--- src/rtl/tia_pkg.sv ---
// rtl/tia_pkg.sv - shared phase-state encoding for TIA biphase cells
package tia_pkg;

    typedef enum logic [1:0] {
        S0 = 2'd0,
        S1 = 2'd1,
        S2 = 2'd2,
        S3 = 2'd3
    } phase_e;

    function automatic phase_e next_phase(input phase_e s);
        case (s)
            S0:      next_phase = S1;
            S1:      next_phase = S2;
            S2:      next_phase = S3;
            default: next_phase = S0;
        endcase
    endfunction

endpackage

--- src/rtl/tia_d2_stage_if.sv ---
// rtl/tia_d2_stage_if.sv - data inputs and phase/latch outputs of the D2 cell
interface tia_d2_stage_if;
    logic in1;
    logic in2;
    logic phi1;
    logic phi2;
    logic rl;
    logic tap;
    logic out;

    modport master (
        output in1, in2,
        input  phi1, phi2, rl, tap, out
    );

    modport slave (
        input  in1, in2,
        output phi1, phi2, rl, tap, out
    );
endinterface

--- src/rtl/tia_biphase_clock.sv ---
// rtl/tia_biphase_clock.sv - four-state counter producing non-overlapping phi1/phi2
import tia_pkg::*;

module tia_biphase_clock (
    input  logic clk,
    input  logic r,
    output logic phi1_o,
    output logic phi2_o,
    output logic rl_o
);

    phase_e st_q;
    phase_e st_d;
    logic   phi1_q;
    logic   phi2_q;
    logic   rl_q;

    // next phase is a plain rotation S0->S1->S2->S3->S0
    always_comb begin
        st_d = next_phase(st_q);
    end

    // phases are loaded from the decode of the next state so they never glitch
    always_ff @(posedge clk) begin
        if (r) begin
            st_q   <= S3;
            phi1_q <= 1'b0;
            phi2_q <= 1'b0;
            rl_q   <= 1'b1;
        end else begin
            st_q   <= st_d;
            phi1_q <= (st_d == S0);
            phi2_q <= (st_d == S2);
            if (st_d == S0) begin
                rl_q <= 1'b0;
            end
        end
    end

    assign phi1_o = phi1_q;
    assign phi2_o = phi2_q;
    assign rl_o   = rl_q;

endmodule

--- src/rtl/tia_d2_stage.sv ---
// rtl/tia_d2_stage.sv - D2 delay cell: NOR into phi1 latch, inverted into phi2 latch
module tia_d2_stage (
    input  logic           clk,
    input  logic           r,
    tia_d2_stage_if.slave  bus
);

    logic phi1;
    logic phi2;
    logic rl;
    logic tap_q;
    logic tap_d;
    logic out_q;
    logic out_d;

    tia_biphase_clock u_clk (
        .clk    (clk),
        .r      (r),
        .phi1_o (phi1),
        .phi2_o (phi2),
        .rl_o   (rl)
    );

    // latches modelled as flop + bypass mux: transparent while their phase is high
    always_comb begin
        tap_d = phi1 ? ~(bus.in1 | bus.in2) : tap_q;
        out_d = phi2 ? ~tap_q : out_q;
    end

    // latch storage follows the mux output every clock; reset leaves tap=1, out=0
    always_ff @(posedge clk) begin
        if (r) begin
            tap_q <= 1'b1;
            out_q <= 1'b0;
        end else begin
            tap_q <= tap_d;
            out_q <= out_d;
        end
    end

    assign bus.phi1 = phi1;
    assign bus.phi2 = phi2;
    assign bus.rl   = rl;
    assign bus.tap  = tap_d;
    assign bus.out  = out_d;

endmodule

--- src/flat_wrapper.sv ---
// flat-port wrapper written by rule: the top's interface ports become plain ports
module tia_d2_stage_flat 
  (clk, r, bus_in1, bus_in2, bus_phi1, bus_phi2, bus_rl, bus_tap, bus_out);
  tia_d2_stage_if bus_i ();
  input  logic clk;
  input  logic r;
  input wire logic [$bits(bus_i.in1)-1:0] bus_in1;
  input wire logic [$bits(bus_i.in2)-1:0] bus_in2;
  output wire logic [$bits(bus_i.phi1)-1:0] bus_phi1;
  output wire logic [$bits(bus_i.phi2)-1:0] bus_phi2;
  output wire logic [$bits(bus_i.rl)-1:0] bus_rl;
  output wire logic [$bits(bus_i.tap)-1:0] bus_tap;
  output wire logic [$bits(bus_i.out)-1:0] bus_out;
  assign bus_i.in1 = bus_in1;
  assign bus_i.in2 = bus_in2;
  assign bus_phi1 = bus_i.phi1;
  assign bus_phi2 = bus_i.phi2;
  assign bus_rl = bus_i.rl;
  assign bus_tap = bus_i.tap;
  assign bus_out = bus_i.out;
  tia_d2_stage u_core (.clk(clk), .r(r), .bus(bus_i));
endmodule
--- config.mk ---
export PLATFORM = sky130hd
export DESIGN_NAME = tia_d2_stage_flat
export DESIGN_NICKNAME = d
export VERILOG_FILES = /design/src/rtl/tia_pkg.sv /design/src/rtl/tia_d2_stage_if.sv /design/src/rtl/tia_biphase_clock.sv /design/src/rtl/tia_d2_stage.sv /design/src/flat_wrapper.sv
export SDC_FILE = /design/constraint.sdc
export NUM_CORES = 1
export LEC_CHECK = 0
export ABC_AREA = 1
export CAP_MARGIN = 10
export CORE_AREA = 2 2 39 41
export DETAILED_ROUTE_END_ITERATION = 8
export DIE_AREA = 0 0 41 43
export MAX_ROUTING_LAYER = met4
export PLACE_DENSITY = 0.54
export REMOVE_ABC_BUFFERS = 1
export SLEW_MARGIN = 20
export SYNTH_ARGS = -nofsm -noshare
export SYNTH_HDL_FRONTEND = slang
export SYNTH_SLANG_ARGS = --single-unit
--- constraint.sdc ---
create_clock -name clk -period 1.2 [get_ports clk]
set_clock_uncertainty 0.15 [all_clocks]
set_input_delay 0.36 -clock clk [delete_from_list [all_inputs] [get_ports clk]]
set_output_delay 0.36 -clock clk [all_outputs]
set_load 0.02 [all_outputs]
==> impl_metrics.yaml <==
run_status:
  status: "finished, violations left"
  violations: "negative setup slack"
timing:
  period_minus_slack_ps: 1421
  timing.setup.tns_ps: -538.3
  fmax_mhz: 703.8
  slew_violations: 0
  hold_viol: 0
  setup_violations: 5
  relSlewSlack_pct: 89.11
  worst_slew_pin_slew_ps: 162.9
  min_period_over_period_pct: 118.4
  rsz0062_at_grt: "yes"
  fin_ws_ps: -220.8
power_and_ir_drop:
  intPower_mw: 0.5338
  switchingPower_mw: 0.2484
  p_leak_nw: 0.2529
  p_clk_share_pct: 29.0
  swShare_pct: 31.75
  seq_power_share_pct: 38.3
  peakVddDrop_v: 0.0004953
  comb_power_share_pct: 32.7
  power_density_nw_per_um2: 1689
setup_path:
  r2r_start: "u_core.u_clk.st_q[0]"
  crit_required_ps: 690
  critPathLaunchType: "register"
  slowest_stage: "dfxtp_2"
  crit_fanout: 3
  endpoint_kind: "primary output"
  path_buf_inv: 2
  crit_start: "u_core.u_clk.phi2_o"
  crit_family: "flip-flops"
  cp_cell_sequence: "o21ai_2, inv_1, buf_6"
  critPathKind: "reg2out"
  arrival_ps: 910
  critPathMaxStageDelay_ps: 330
clocking:
  cts_tree: "built"
  worstSkewPairLatency_ps: 270
  path_clk_slew_ps: 60
  ctsRootBufferMaster: "clkbuf_4"
  cts_inserted_buffers: 3
  h-tree-depth: 1
  clockBufferDepth: 2
  hold_buffers: 0
  cts_sinks: 7
final_layout:
  final_cell_mix: "7 x inv_1, 5 x nor2_1, 5 x ha_1, 5 x buf_4"
  diodes: 0
  post-route-util_pct: 33.45
  area_delta_synth_final_pct: 58.80
  layout_commonest_cell: "inv_1"
  drive_above_1_share_pct: 49.02
  fin_area_um2: 462.9
  fin_nets: 61
synthesis:
  synth_cell_type_count: 8
  yosysWarnings: 0
  synth_cells: 34
  yosys_register_bits: 7
  netlist_area_um2: 291.5
  synth.avg_cell_area_um2: 8.574
  synth-seq-area-share_pct: 48.07
place:
  portBuffers: 8
  dpl.hpwl_um: 382.5
  gp_congestion: 0.6945
  dpl_cell_area_um2: 421.7
detailed_routing:
  num_vias: 253
  first_iter_violations: 0
  wl_per_cell_um: 7.388
  drt-total-wl_um: 495
  drc: 0
  first_pass_iters: 1
  ant_nets: 0
  viasPerCell: 3.776
global_route:
  grt_pass1_wl_um: 772
  overflow: 0
  grt_max_degree: 6
  track_usage_pct: 7.202
  grt_pass1_vias: 210
  antenna_found_initial: 0
floorplanning:
  die_x_um: 41
  die_y_um: 43
  start_util_pct: 21.07
  rows: 14
  ios: 9
  core_area_um2: 1384
  dieArea_um2: 1763
worst_hold_path:
  hold_class: "in2reg"
  worstHoldStart: "bus_in1"
flow_run:
  cap_viol_max_count: 0
## cell families (layout without fill, tap and decap cells)
kind of cell	after synthesis	after routing	share of synthesized area, %
flip-flops	7	7	48.07
AO/OA/AOI/OAI	2	2	3.434
adder cells (fa/ha/maj)	5	5	21.46
AND/OR/NAND/NOR	12	12	16.74
buffers and inverters	8	25	10.30
## worst reg2reg max path, stage by stage (launching register included)
cell	delay (ps)
dfxtp_1	340
inv_1	60
ha_1	280
or2_1	200
## synth_stat cells
library cell	number	area share, %
inv_1	8	10
dfxtp_1	7	48
ha_1	5	21
nand2_1	5	6.4
nor2_1	5	6.4
o21ai_0	2	3.4
nand3_1	1	1.7
or2_1	1	2.1
## final timing paths
kind	end	slack, ps	cells after the start
setup / recovery	bus_out	-220	3
hold / removal	u_core.tap_q	250	4
setup reg to reg	u_core.u_clk.st_q[1]	70	3
hold reg to reg	u_core.u_clk.rl_o	310	2
## power groups by stage
stage          Sequential, mW  Clock (mW)  Combinational (mW)
6_report                0.300       0.227               0.256
5_1_grt                 0.304       0.243               0.284
4_1_cts                 0.296       0.236               0.255
3_5_place_dp            0.293           0               0.239
3_3_place_gp            0.293           0               0.236
2_1_floorplan           0.317           0              0.0896
## layer usage
layer | wire (um) | vias to the layer above | part of all wire, % | GRT usage (%)
met5 | 0 | - | 0 | -
met4 | 14 | 0 | 2.8 | 6.000
li1 | - | 132 | - | -
met1 | 194 | 108 | 39 | 6.431
met2 | 221 | 10 | 45 | 10.00
met3 | 64 | 3 | 13 | 4.712
## flip-flops by register name, indices dropped and copies added (netlist names)
signal	count
u_core.u_clk.rl_o	1
u_core.u_clk.phi2_o	1
u_core.out_q	1
u_core.tap_q	1
u_core.u_clk.st_q	2
u_core.u_clk.phi1_o	1
## metrics by stage
stage / setup WS, ps / power (mW) / std cells / hold WS (ps)
after floorplan: -40.93 / 0.4064 / 34 / 281.3
after global placement: -887.4 / 0.5288 / 62 / 293.0
after detailed placement: -904.3 / 0.5320 / 62 / 297.4
after CTS: -232.2 / 0.7869 / 67 / 313.2
after global routing: -274.3 / 0.8299 / 67 / 284.0
final: -220.8 / 0.7821 / 67 / 253.2
## layout make-up
type / instances / area (um2)
fillers: 138 / 920.9
flip-flops and latches: 7 / 145.1
multi-input cells: 19 / 132.6
repair buffers: 13 / 107.6
inverters: 8 / 30.03
clock buffers: 3 / 22.52
well taps: 16 / 20.02
clock inverters: 1 / 5.005
## repair_timing
item / 4_1_cts / 5_1_grt
gates resized for setup: 37 / 7
endpoints found under the setup margin: 5 / 5
endpoints found under the hold margin: 0 / 0
setup buffers: 1 / 0
pin swaps: 4 / 3
Power figures use the tool's default switching activity.
